===== config.mk =====
export PLATFORM = sky130hd
export DESIGN_NAME = text_lcd_ctrl
export DESIGN_NICKNAME = d
export VERILOG_FILES = /design/src/rtl/text_lcd_ctrl.sv
export SDC_FILE = /design/constraint.sdc
export NUM_CORES = 1
export LEC_CHECK = 0
export ABC_AREA = 1
export BUFFER_PORTS_ARGS = -buffer_cell sky130_fd_sc_hd__buf_2
export CORE_ASPECT_RATIO = 0.75
export CORE_MARGIN = 2
export CORE_UTILIZATION = 57
export CTS_CLUSTER_DIAMETER = 50
export DETAILED_ROUTE_END_ITERATION = 16
export PLACE_DENSITY = 0.86
export RECOVER_POWER = 50
export SLEW_MARGIN = 20
export SYNTH_ARGS = -nofsm -noshare
export SYNTH_HDL_FRONTEND = slang
export SYNTH_SLANG_ARGS = --single-unit

===== constraint.sdc =====
create_clock -name clk -period 9.4 [get_ports clk]
set_input_delay 1.88 -clock clk [delete_from_list [all_inputs] [get_ports clk]]
set_output_delay 1.88 -clock clk [all_outputs]
set_load 0.01 [all_outputs]

===== src/rtl/text_lcd_ctrl.sv =====
// text_lcd_ctrl
// -----------------------------------------------------------------------------
// HD44780-style character LCD controller with a writable ROWS x COLS character
// buffer. After reset it runs the power-on command sequence once, then
// refreshes the panel from the buffer in an endless loop of frames.
//
// Every command or character occupies one "slot" of N cycles. RS and DB are
// loaded on slot cycle 0 and held for the whole slot. E is high on slot cycles
// 1..EN_W. All pin outputs come straight from flops.
//
// Ports
//   clk         system clock
//   rst         asynchronous active-high reset
//   wr_en       buffer write strobe (sampled every cycle)
//   wr_addr     linear character index row*COLS+col; out-of-range is dropped
//   wr_data     character code to store
//   clr         one-cycle pulse: every buffer entry becomes 0x20 (beats wr_en)
//   ready       high once the init sequence has completed
//   frame_done  one-cycle pulse at the end of each full refresh frame
//   lcd_enb     LCD E pin
//   lcd_rs      LCD RS (0 = command, 1 = data)
//   lcd_rw      LCD RW, always 0 (write only)
//   lcd_data    LCD DB7..DB0
// -----------------------------------------------------------------------------
module text_lcd_ctrl #(
    parameter int COLS        = 16,
    parameter int ROWS        = 2,
    parameter int INIT_WAIT   = 70,
    parameter int CMD_HOLD    = 30,
    parameter int CLEAR_WAIT  = 200,
    parameter int CHAR_HOLD   = 20,
    parameter int REFRESH_GAP = 400,
    parameter int EN_W        = 4,
    localparam int ADDR_W     = (ROWS * COLS > 1) ? $clog2(ROWS * COLS) : 1
) (
    input  logic              clk,
    input  logic              rst,
    input  logic              wr_en,
    input  logic [ADDR_W-1:0] wr_addr,
    input  logic [7:0]        wr_data,
    input  logic              clr,
    output logic              ready,
    output logic              frame_done,
    output logic              lcd_enb,
    output logic              lcd_rs,
    output logic              lcd_rw,
    output logic [7:0]        lcd_data
);

    localparam int DEPTH   = ROWS * COLS;
    localparam int MAX_A   = (INIT_WAIT > CMD_HOLD) ? INIT_WAIT : CMD_HOLD;
    localparam int MAX_B   = (CLEAR_WAIT > CHAR_HOLD) ? CLEAR_WAIT : CHAR_HOLD;
    localparam int MAX_C   = (MAX_A > MAX_B) ? MAX_A : MAX_B;
    localparam int CNT_MAX = (MAX_C > REFRESH_GAP) ? MAX_C : REFRESH_GAP;
    localparam int CNT_W   = $clog2(CNT_MAX + 1);
    localparam int ROW_W   = (ROWS > 1) ? $clog2(ROWS) : 1;
    localparam int COL_W   = (COLS > 1) ? $clog2(COLS) : 1;

    // Function set: 8-bit bus, 5x8 font, two-line mode whenever more than one row.
    localparam logic [7:0] FUNC_CMD = (ROWS > 1) ? 8'h38 : 8'h30;

    typedef enum logic [2:0] {
        S_WAIT  = 3'd0,
        S_FUNC  = 3'd1,
        S_DISP  = 3'd2,
        S_ENTRY = 3'd3,
        S_CLEAR = 3'd4,
        S_ADDR  = 3'd5,
        S_CHAR  = 3'd6,
        S_GAP   = 3'd7
    } state_t;

    state_t             state_q, state_d;
    logic [CNT_W-1:0]   cnt_q, cnt_d;
    logic [ROW_W-1:0]   row_q, row_d;
    logic [COL_W-1:0]   col_q, col_d;
    logic               ready_q, ready_d;
    logic               frame_done_q, frame_done_d;
    logic               enb_q, enb_d;
    logic               rs_q, rs_d;
    logic [7:0]         data_q, data_d;
    logic [7:0]         buf_q [DEPTH];
    logic [7:0]         buf_d [DEPTH];
    logic [ADDR_W-1:0]  rd_idx_s;
    logic [7:0]         slot_data_s;

    // Last counter value of the slot belonging to a state.
    function automatic logic [CNT_W-1:0] slot_last(input state_t s);
        case (s)
            S_WAIT:                 slot_last = CNT_W'(INIT_WAIT - 1);
            S_FUNC, S_DISP, S_ENTRY: slot_last = CNT_W'(CMD_HOLD - 1);
            S_CLEAR:                slot_last = CNT_W'(CLEAR_WAIT - 1);
            S_ADDR, S_CHAR:         slot_last = CNT_W'(CHAR_HOLD - 1);
            S_GAP:                  slot_last = CNT_W'(REFRESH_GAP - 1);
            default:                slot_last = '0;
        endcase
    endfunction

    // DDRAM start address of a display row (rows 2/3 continue lines 0/1).
    function automatic logic [7:0] row_base(input logic [ROW_W-1:0] r);
        case (int'(r))
            0:       row_base = 8'h00;
            1:       row_base = 8'h40;
            2:       row_base = 8'(COLS);
            3:       row_base = 8'(64 + COLS);
            default: row_base = 8'h00;
        endcase
    endfunction

    // Sequencer: slot counter, state, and refresh row/column position.
    always_comb begin
        state_d = state_q;
        cnt_d   = cnt_q + CNT_W'(1);
        row_d   = row_q;
        col_d   = col_q;
        if (cnt_q == slot_last(state_q)) begin
            cnt_d = '0;
            case (state_q)
                S_WAIT:  state_d = S_FUNC;
                S_FUNC:  state_d = S_DISP;
                S_DISP:  state_d = S_ENTRY;
                S_ENTRY: state_d = S_CLEAR;
                S_CLEAR: begin
                    state_d = S_ADDR;
                    row_d   = '0;
                end
                S_ADDR: begin
                    state_d = S_CHAR;
                    col_d   = '0;
                end
                S_CHAR: begin
                    if (int'(col_q) == COLS - 1) begin
                        col_d = '0;
                        if (int'(row_q) == ROWS - 1) begin
                            state_d = S_GAP;
                        end else begin
                            row_d   = row_q + ROW_W'(1);
                            state_d = S_ADDR;
                        end
                    end else begin
                        col_d = col_q + COL_W'(1);
                    end
                end
                S_GAP: begin
                    state_d = S_ADDR;
                    row_d   = '0;
                end
                default: begin
                    state_d = S_WAIT;
                    row_d   = '0;
                    col_d   = '0;
                end
            endcase
        end else begin
            cnt_d = cnt_q + CNT_W'(1);
        end
    end

    // Value presented on DB for the slot being entered. The buffer is read from
    // the registered copy, so a write landing on the same edge is not seen.
    always_comb begin
        rd_idx_s = ADDR_W'(int'(row_d) * COLS + int'(col_d));
        case (state_d)
            S_FUNC:  slot_data_s = FUNC_CMD;
            S_DISP:  slot_data_s = 8'h0C;
            S_ENTRY: slot_data_s = 8'h06;
            S_CLEAR: slot_data_s = 8'h01;
            S_ADDR:  slot_data_s = 8'h80 | row_base(row_d);
            S_CHAR:  slot_data_s = buf_q[rd_idx_s];
            default: slot_data_s = 8'h00;
        endcase
    end

    // Pin outputs are computed from the next state so the flops line up with the slot.
    always_comb begin
        enb_d        = 1'b0;
        rs_d         = rs_q;
        data_d       = data_q;
        frame_done_d = 1'b0;
        ready_d      = ready_q | (state_d == S_ADDR);
        case (state_d)
            S_WAIT: begin
                rs_d   = 1'b0;
                data_d = 8'h00;
            end
            S_GAP: begin
                frame_done_d = (cnt_d == '0);
            end
            default: begin
                enb_d = (cnt_d >= CNT_W'(1)) && (cnt_d <= CNT_W'(EN_W));
                if (cnt_d == '0) begin
                    rs_d   = (state_d == S_CHAR);
                    data_d = slot_data_s;
                end else begin
                    rs_d   = rs_q;
                    data_d = data_q;
                end
            end
        endcase
    end

    // Character buffer update: clear beats write, out-of-range writes are dropped.
    always_comb begin
        buf_d = buf_q;
        if (clr) begin
            for (int i = 0; i < DEPTH; i++) begin
                buf_d[i] = 8'h20;
            end
        end else if (wr_en && (int'(wr_addr) < DEPTH)) begin
            buf_d[wr_addr] = wr_data;
        end else begin
            buf_d = buf_q;
        end
    end

    // State, counters, output pins and buffer registers.
    always_ff @(posedge clk or posedge rst) begin
        if (rst) begin
            state_q      <= S_WAIT;
            cnt_q        <= '0;
            row_q        <= '0;
            col_q        <= '0;
            ready_q      <= 1'b0;
            frame_done_q <= 1'b0;
            enb_q        <= 1'b0;
            rs_q         <= 1'b0;
            data_q       <= 8'h00;
            for (int i = 0; i < DEPTH; i++) begin
                buf_q[i] <= 8'h20;
            end
        end else begin
            state_q      <= state_d;
            cnt_q        <= cnt_d;
            row_q        <= row_d;
            col_q        <= col_d;
            ready_q      <= ready_d;
            frame_done_q <= frame_done_d;
            enb_q        <= enb_d;
            rs_q         <= rs_d;
            data_q       <= data_d;
            buf_q        <= buf_d;
        end
    end

    assign ready      = ready_q;
    assign frame_done = frame_done_q;
    assign lcd_enb    = enb_q;
    assign lcd_rs     = rs_q;
    assign lcd_rw     = 1'b0;
    assign lcd_data   = data_q;

endmodule


# == Yosys cells after proc, flatten, opt, wreduce, memory -nomap -nowiden ==
# Memories as Yosys holds them, arrays and structs flattened.
# Cells that the tools add are included.
# word_totals
ff_bits,285
mem_bits_ro,56
in_bits,17
wordCells,110
memories,1
# mem_list
memory,depth,word_bits,read_ports,rd_clocked_by_memory_dff,write_ports,line_no,source
(no name shown),8,7,1,0,0,89,case (s)
# op_classes
n_addsub,4
order_cmp,5
eq_ne,16
n_mux,28
bitwise_logic,5
n_reduce_logical,10
# op_table
op,count
$mux 256,2
$bwmux 256,1
$pmux 8 s6,1
$bmux 8 s5,1
$demux 8 s5,1
$mux 8,4
$eq 3x3->1 const B,8
$pmux 3 s7,1
$pmux 8 s2,1
$pmux 7 s2,1
$eq 3x2->1 const B,4
$ge 6x6->1 const B,2
$not 5->6,2
$add 9x1->9 const B,1
$eq 9x9->1,1
$ge 9x1->1 const B,1
$le 9x3->1 const B,1
$logic_not 9->1,1
$mux 9,1
$mux 4,2
$pmux 4 s2,1
$eq 3x1->1 const B,2
$logic_not 3->1,2
$lt 6x1->1 const B,1
other kinds (14),25

# == Depth between registers and ports, before layout ==
# Gate-level depths: netlist (run 1).
# logic_depth
depth_word,13
depth_mapped,24

# == Worst setup path after synthesis (run 1) ==
# OpenSTA, ideal clock, no wires.
# synth_path
path_kind,input port to flip-flop
start,in wr_en
end,reg buf_q[120] in the netlist's numbering
setup_time_ns,0.133
arrival_time_ns,3.268
required_ns,9.267
slack_ns,5.999
path_stages,8
n_path_buf,1
path_cell_list,clkbuf_1 -> inv_1 -> nor3_1 -> nand2_1 -> nand2_1 -> inv_1 -> nand2_1 -> o21ai_0
# synth_via
elab_chain_cells,1
# synth_rtl
element,line_no,source
"start, declared",38,"input logic wr_en,"
$reduce_bool 2->1 (no line),--,
"end signal, assigned",241,buf_q <= buf_d;
"end, declared",82,logic [7:0] buf_q [DEPTH];
# Every way passes these cells.
# A chain may end at the register's enable or synchronous reset.

==> run metrics, run 1 <==
outcome complete, but fails checks; failing checks max-capacitance violations, max-slew violations; vias per cell 6.24; Hold WS about 0.46 ns; CP max FO 66; Total Wirelength roughly 40000 um; DRT Pass-1 Iters 6; Sw Ratio 23.6%; most common cell in the netlist nand2_1; via count about 13k; Placed Area around 14000 um^2; Top Ports 30; Main synth FF type dfrtp_1; die height ~140 um; Leak roughly 6.9 nW; internal power 1.97 mW; CP max stage cell clkbuf_1; # nets final 1758; final setup vio count 0; Worst setup EP type asynchronous set/reset pin; worst-skew pair later-pin latency 0.56 ns; worst slew pin tran around 3.7 ns; sequential power share around half; Final Slew Violations between 60 and 70; hold path start ready$_DFF_PP0_; final hold violations 0; first-pass GRT wire length approximately 65000 um; vias in the first global route approximately 12k; max_slew headroom -145%; cts hold-fix bufs 0; Worst-path clk slew roughly 0.060 ns; Yosys top cell by area dfrtp_1; CP required 9.22 ns; switching power roughly 610 uW; total setup buffers inserted after CTS 0; Max Cap Viol 1; Sink Count between 200 and 300; dpl hpwl between 20000 and 25000 um; Horiz. Die Dim ~180 um; top cell type's share of synthesized area 45.3%; diodes inserted 0; critical path launch point type primary input; initial antenna violation count 0; Setup TNS Final 0 ns; PD cells 171 nW/um^2; synth cell count leaders 506 x nand2_1, 387 x nand3_1, 253 x dfrtp_1; number of nets with antenna violations after routing 0; area of the mapped netlist between 10000 and 15000 um^2; IO Port Bufs 28; VDD IR max 160 uV; Hold Crit Class register to register; Gate Count Post-Synth about 1.8k; fraction of registers with async set/reset 100%; total track usage a little under a third; Mapped Nets around 1.8k; Ys Warns 0; Cell Count, Final, Fillers Out around 2.1k; die area 25800 um^2; CTS H-tree depth 1; register area share after synthesis between 50% and 60%; CP peak stage delay 2.64 ns; Max Root-Sink Buffers 3; core area around 24000 um^2; DRC Markers 0; highest clock rate 178 MHz; CTS resizes 0; Period minus WS final approximately 5.6 ns; EDFF count, synth 0; final instance area approximately 15000 um^2; Comb pwr share 4.7%; Post-Place Cells slightly above 2k; synth unique cells 36; P&R area growth vs syn 7.77%; routability cong. between 0.9 and 1; Reg-to-Reg Start state_q[0]$_DFF_PP0_; critical path class primary input to asynchronous set/reset pin; CTS tree yes; top cells by area, synth dfrtp_1 45%, nand3_1 14%, nand2_1 14%; largest net degree at the start of global routing roughly 190; CP cell instances buf_2, clkinvlp_2, clkbuf_1; Worst Path Arrival around 5.5 ns; CTS root buf clkbuf_16; crit share post-route 59.9%; RSZ-0062 raised after global routing no; row count 49; Clock power frac a little under half; initial drt markers between 1.5k and 2k; total CTS buffers 29; synthesis-stage register bit count between 200 and 300; layout cells sized above 1 7.80%; DR WL/cell about 19 um; Starting Density about three fifths; Worst Setup SP rst; clock skew 0.0102 ns; syn avg cell area roughly 8 um^2; global route overflow 0
[flip-flops by register name, summed over array words and instances (netlist names)]
name / count
lcd_rs: 1
cnt_q: 9
state_q: 3
ready: 1
col_q: 4
row_q: 1
frame_done: 1
lcd_enb: 1
buf_q: 256
lcd_data: 8
[layout make-up]
cell class	count	area [um^2]
Clock buffer	42	865
Fill cell	2055	8980
Sequential cell	285	7170
Multi-Input combinational cell	1252	5770
Tap cell	331	414
Clock inverter	12	125
Timing Repair Buffer	44	248
Inverter	122	463
[worst paths after layout]
path,to,slack [ns],depth (start not counted)
min in group asynchronous,buf_q[78]$_DFFE_PP0P_,1.59,2
worst min register to register,ready$_DFF_PP0_,0.46,1
max in group clk,lcd_data[6]$_DFFE_PP0P_,4.76,20
worst min-delay path,ready$_DFF_PP0_,0.46,1
worst max register to register,lcd_data[6]$_DFFE_PP0P_,4.76,20
worst max-delay path,buf_q[66]$_DFFE_PP0P_,3.77,3
[per-layer routing]
layer | wire length (um) | track usage [%] | vias up
li1 | - | - | 5801
met1 | 16000 | 45.9 | 6186
met2 | 17400 | 45.5 | 901
met3 | 5140 | 8.56 | 133
met4 | 1320 | 11.2 | 0
met5 | 0 | 0 | -
[worst max-delay path: cells and delay by family]
kind	cells	cell delay [ns]
buffers and inverters	3	3.48
[per-stage QoR]
| stage | setup slack [ns] | total power, mW | util (%) |
|---|---|---|---|
| 6_report | 3.77 | 2.58 | 62.7 |
| 5_1_grt | 2.87 | 2.65 | 62.7 |
| 4_1_cts | 5.04 | 2.59 | 62.9 |
| 3_5_place_dp | 5.14 | 1.40 | 58.7 |
| 3_3_place_gp | 5.22 | 1.40 | 58.7 |
| 2_1_floorplan | 3.77 | 1.36 | - |
[power groups by stage]
| stage | Sequential, mW | Clock [mW] | Combinational [mW] |
|---|---|---|---|
| 6_report | 1.26 | 1.19 | 0.121 |
| 5_1_grt | 1.27 | 1.25 | 0.134 |
| 4_1_cts | 1.26 | 1.20 | 0.120 |
| 3_5_place_dp | 1.29 | 0 | 0.120 |
| 3_3_place_gp | 1.28 | 0 | 0.117 |
| 2_1_floorplan | 1.28 | 0 | 0.0801 |
[logic make-up (layout without fill, tap and decap cells)]
family                   after synthesis  count (layout)  share of synthesized area (%)
AO/OA/AOI/OAI                        282             282                           10.7
XOR/XNOR                               3               3                          0.188
adder cells (fa/ha/maj)                7               7                          0.627
buffers and inverters                233             220                           7.27
flip-flops                           285             285                           51.3
other                                  1               1                         0.0268
AND/OR/NAND/NOR                      959             959                           29.8
[cell usage in the layout, fill, tap and decap left out, types with 14 or more instances in the layout]
master | Yosys | routed
buf_2 | 24 | 14
clkbuf_16 | 0 | 29
dfrtp_1 | 253 | 253
inv_1 | 114 | 112
dfstp_2 | 32 | 32
o22ai_1 | 33 | 33
clkbuf_1 | 53 | 20
nor2_1 | 38 | 38
nand2_1 | 506 | 505
nand3_1 | 387 | 387
o21ai_0 | 224 | 228
Note: power is estimated with default switching activity, not from simulation.
==> run 2, diff against run 1 <==
clock period = 4.9 ns   (was 9.4 ns; I/O delays follow)
==> run 2 against run 1 <==
The run still ends with max-capacitance violations, max-slew violations left. Die area is the same. Critical path depth grew 15. Global-route usage grew 0.68 points. Sequential share of layout area shrank 0.55 points. Hold slack gained 0.0055 ns. Sequential power grew 92%. First-iteration DRC count grew 15%. Final cell count grew 0.29%. Critical path type is now register to register. Critical endpoint is now lcd_data[5]$_DFFE_PP0P_. Largest cell class unchanged. Largest power group unchanged.
==> run metrics, run 2 (same netlist as run 1, synthesis figures left out) <==
Period minus WS final around 4.1 ns; CP required between 5 and 6 ns; worst-skew pair later-pin latency 0.57 ns; CTS root buf clkbuf_16; CTS tree yes; failing checks max-capacitance violations, max-slew violations; largest reg by FF count buf_q; CP max FO a little under 60; cts hold-fix bufs 0; RSZ-0062 raised after global routing no; outcome complete, but fails checks; final setup vio count 0; register area 7170 um^2; crit share post-route roughly 84%; row count 49; most frequent cells in the layout 503 x nand2_1, 387 x nand3_1, 253 x dfrtp_1; worst slew pin tran between 1.5 and 2 ns; max_slew headroom -11.7%; largest net degree at the start of global routing 121; Top Ports 30; area of the multi-input gates 5800 um^2; FILL cells 2018; first-pass GRT wire length around 66000 um; dpl hpwl between 20000 and 30000 um; max FFs per register between 200 and 300; DR WL/cell just under 20 um; Max Root-Sink Buffers 3; final hold violations 0; CTS resizes 0; die height around 140 um; diodes inserted 0; CTS H-tree depth 1; total setup buffers inserted after CTS 0; uppermost layer routed met4; vias in the first global route approximately 12k; setup slack after layout about 0.77 ns; initial antenna violation count 0; Starting Density between 50% and 60%; global route overflow 0; Leak 6.98 nW; Worst setup EP type register; Total Wirelength around 40000 um; Hold Crit Class register to register; most common cell after layout, fill and taps aside nand2_1; critical path class register to register; die area between 20000 and 30000 um^2; PD cells between 300 and 400 nW/um^2; highest clock rate between 200 and 250 MHz; routability cong. 0.974; core area 24000 um^2; DRC Markers 0; setup slack, reg-to-reg 0.77 ns; total CTS buffers 30; initial drt markers about 2k; Horiz. Die Dim 185 um; Max Cap Viol 2; total track usage about a third; via count between 10k and 15k; met3 wire len about 5400 um; VDD IR max ~280 uV; critical path launch point type register; Setup TNS Final 0 ns; number of nets with antenna violations after routing 0; P&R area growth vs syn 9.04%; vias per cell 6.20; Worst Path Arrival approximately 4.6 ns; DRT Pass-1 Iters 6; # nets final 1763; dpl ws 1.26 ns; met1 wire length between 15000 and 20000 um; IO Port Bufs 28; Sink Count between 200 and 300; clock skew about 0.014 ns; Met2 Wirelength ~17000 um; layout cells sized above 1 9.13%; Worst-path clk slew 0.06 ns; Final Slew Violations 65
-- run 2: per-layer routing --
metal / track usage, % / vias up
li1: - / 5827
met1: 46.5 / 6173
met2: 45.8 / 848
met3: 10.4 / 132
met4: 11.0 / 0
met5: 0 / -
-- run 2: path summary, 6_finish.rpt --
check | cells after the start | start | end
min in group asynchronous | 2 | rst | buf_q[70]$_DFFE_PP0P_
max in group asynchronous | 3 | rst | cnt_q[6]$_DFF_PP0_
hold / removal | 1 | ready$_DFF_PP0_ | ready$_DFF_PP0_
hold reg to reg | 1 | ready$_DFF_PP0_ | ready$_DFF_PP0_
setup reg to reg | 18 | state_q[0]$_DFF_PP0_ | lcd_data[5]$_DFFE_PP0P_
setup / recovery | 18 | state_q[0]$_DFF_PP0_ | lcd_data[5]$_DFFE_PP0P_
-- run 2: power breakdown --
group / internal, mW / switching [mW]
logic: 0.0462 / 0.192
clock network: 1.41 / 0.993
registers: 2.40 / 0.0187
total: 3.86 / 1.20
-- run 2: critical path: stages (launching register included) --
cell	delay, ns
dfrtp_1	0.40
inv_1	0.14
ha_1	0.27
nand2_1	0.08
inv_1	0.05
o21ai_0	0.27
nor2_4	0.09
nand2_1	0.41
nand2_2	0.38
nand2_4	0.64
buf_12	0.35
nand2_1	0.08
nand3_1	0.09
nand3_1	0.11
nand3_1	0.21
nand2_1	0.08
nand2_1	0.09
nand3_1	0.09
a21oi_1	0.16
-- run 2: stage by stage --
stage | total power, mW | hold WS, ns | util, % | area (um^2) | instances
floorplan | 2.61 | 0.453 | - | 14000 | 1770
global placement | 2.69 | 0.450 | 59.1 | 14200 | 2038
detailed placement | 2.70 | 0.452 | 59.1 | 14200 | 2038
CTS | 5.07 | 0.468 | 63.4 | 15200 | 2094
global route | 5.21 | 0.491 | 63.4 | 15200 | 2094
finish | 5.06 | 0.469 | 63.4 | 15200 | 2094
-- run 2: final cells by class --
type / count / area share (%)
Timing Repair Buffer: 48 / 2.28
Multi-Input combinational cell: 1252 / 38.1
Tap cell: 331 / 2.72
Sequential cell: 285 / 47.1
Clock inverter: 15 / 1.08
Inverter: 122 / 3.05
Clock buffer: 41 / 5.73
==> run 3, diff against run 2 <==
clock period = 3.64 ns   (was 4.9 ns; I/O delays follow)
==> run 3 against run 2 <==
The flow still finishes with violations (max-capacitance violations, max-slew violations). Global-route usage down 0.44 points. First-iteration DRC count shrank 9.2%. Hold slack improved by 0.014 ns. Sequential power up 35%. Largest cell class unchanged. Highest routed layer unchanged.
==> run metrics, run 3 (same netlist as run 1, synthesis figures left out) <==
final hold violations 0; CTS root buf clkbuf_16; total track usage 31.7%; Worst-path clk slew 0.06 ns; # nets final roughly 1.8k; dpl ws between 0.4 and 0.5 ns; critical path class register to register; worst-skew pair later-pin latency approximately 0.56 ns; first-pass GRT wire length 64900 um; core area ~24000 um^2; Starting Density a little under 60%; Worst setup EP type register; die area 25800 um^2; global route overflow 0; max_slew headroom -9.89%; largest net degree at the start of global routing a little under 70; dpl hpwl between 20000 and 30000 um; via count between 10k and 15k; Hold Crit Class register to register; max FFs per register between 200 and 300; total setup buffers inserted after CTS 0; Hold WS around 0.48 ns; CP required about 4.1 ns; die height approximately 140 um; DRC Markers 0; crit share post-route 89.4%; RSZ-0062 raised after global routing no; Top Ports 30; Leak 7.01 nW; clock skew 0.0148 ns; Max Cap Viol 3; vias per cell 6.16; overall power after layout between 6 and 7 mW; Final Slew Violations approximately 170; worst slew pin tran ~1.6 ns; VDD IR max between 300 and 400 uV; highest clock rate just over 300 MHz; Placed Area ~14000 um^2; vias in the first global route around 12k; initial antenna violation count 1; final setup vio count 0; largest reg by FF count buf_q; CTS resizes 0; final instance area about 15000 um^2; number of nets with antenna violations after routing 0; Max Root-Sink Buffers 3; most common cell after layout, fill and taps aside nand2_1; PD cells roughly 430 nW/um^2; diodes inserted 0; total CTS buffers 29; CTS tree yes; CP max FO 25; Horiz. Die Dim between 150 and 200 um; DR WL/cell ~19 um; cts hold-fix bufs 0; global routing usage on met2 between 40% and 50%; grt met3 use around 7.3%; critical path launch point type register; layout cells sized above 1 roughly 9.2%; row count ~50; Worst Path Arrival roughly 3.7 ns; GR met1 Demand/Resource between 40% and 50%; Total Wirelength 40100 um; initial drt markers between 1.5k and 2k; CTS H-tree depth 1; IO Port Bufs 28; P&R area growth vs syn 9.48%; Sink Count roughly 290; Most Crowded Layer GR met1; setup slack after layout 0.385 ns; DRT Pass-1 Iters 6; outcome complete, but fails checks; fin util roughly 64%; routability cong. just over 0.9; failing checks max-capacitance violations, max-slew violations; most frequent cells in the layout 505 x nand2_1, 387 x nand3_1, 253 x dfrtp_1; Period minus WS final around 3.3 ns
-- run 3: cell count changes in the layout (fill, tap and decap cells not counted), moves of 2 or more --
cell / previous run / this run
clkbuf_2: 0 / 4
nand2_2: 6 / 4
clkbuf_1: 7 / 12
buf_4: 14 / 20
clkbuf_8: 6 / 10
clkinv_2: 8 / 1
clkbuf_16: 31 / 29
nand2_1: 503 / 505
buf_12: 5 / 8
-- run 3: area by class of cell --
class | instances | area [um^2]
flip-flops and latches | 285 | 7170
clock buffers | 47 | 893
fillers | 2007 | 8740
clock inverters | 5 | 82.6
multi-input cells | 1252 | 5790
well taps | 331 | 414
inverters | 122 | 464
repair buffers | 63 | 480
-- run 3: worst max-delay path, cell delays in order, from the launching register on --
cell and delay (ns):
dfrtp_1 0.38, inv_1 0.11, ha_1 0.33, inv_1 0.06, nand2_1 0.09, nand2_1 0.07, o21ai_1 0.13, nor2_4 0.08
nand2_2 0.25, nand2_4 0.16, nand2_4 0.31, buf_4 0.34, nand2_1 0.11, nand3_1 0.08, nand3_1 0.06, nand3_1 0.13
nand2_1 0.07, nand2_1 0.08, nand3_1 0.12, nand2_1 0.10, nand2_1 0.05, nand2_1 0.05
-- run 3: path summary, 6_finish.rpt --
path / from / endpoint / slack, ns / depth (start not counted)
worst min register to register: buf_q[120]$_DFFE_PP0P_ / buf_q[120]$_DFFE_PP0P_ / 0.48 / 2
max in group asynchronous: rst / cnt_q[4]$_DFF_PP0_ / 0.95 / 3
worst min-delay path: buf_q[120]$_DFFE_PP0P_ / buf_q[120]$_DFFE_PP0P_ / 0.48 / 2
worst max-delay path: state_q[0]$_DFF_PP0_ / lcd_data[3]$_DFFE_PP0P_ / 0.39 / 21
worst max register to register: state_q[0]$_DFF_PP0_ / lcd_data[3]$_DFFE_PP0P_ / 0.39 / 21
min in group asynchronous: rst / buf_q[84]$_DFFE_PP0P_ / 0.49 / 2
-- run 3: report_power, final --
| part | switching [mW] | total (mW) | internal (mW) |
|---|---|---|---|
| Combinational | 0.256 | 0.319 | 0.0630 |
| Clock | 1.25 | 3.06 | 1.81 |
| Sequential | 0.0263 | 3.26 | 3.24 |
-- run 3: metal layers --
| layer | vias up | routed length, um |
|---|---|---|
| met5 | - | 0 |
| met4 | 0 | 1080 |
| met3 | 104 | 5320 |
| met2 | 875 | 17500 |
| met1 | 6129 | 16200 |
| li1 | 5852 | - |
-- run 3: stage by stage --
stage | std cells | setup TNS [ns]
finish | 2105 | 0
global route | 2105 | 0
CTS | 2105 | 0
detailed placement | 2053 | 0
global placement | 2053 | 0
floorplan | 1770 | -212.30
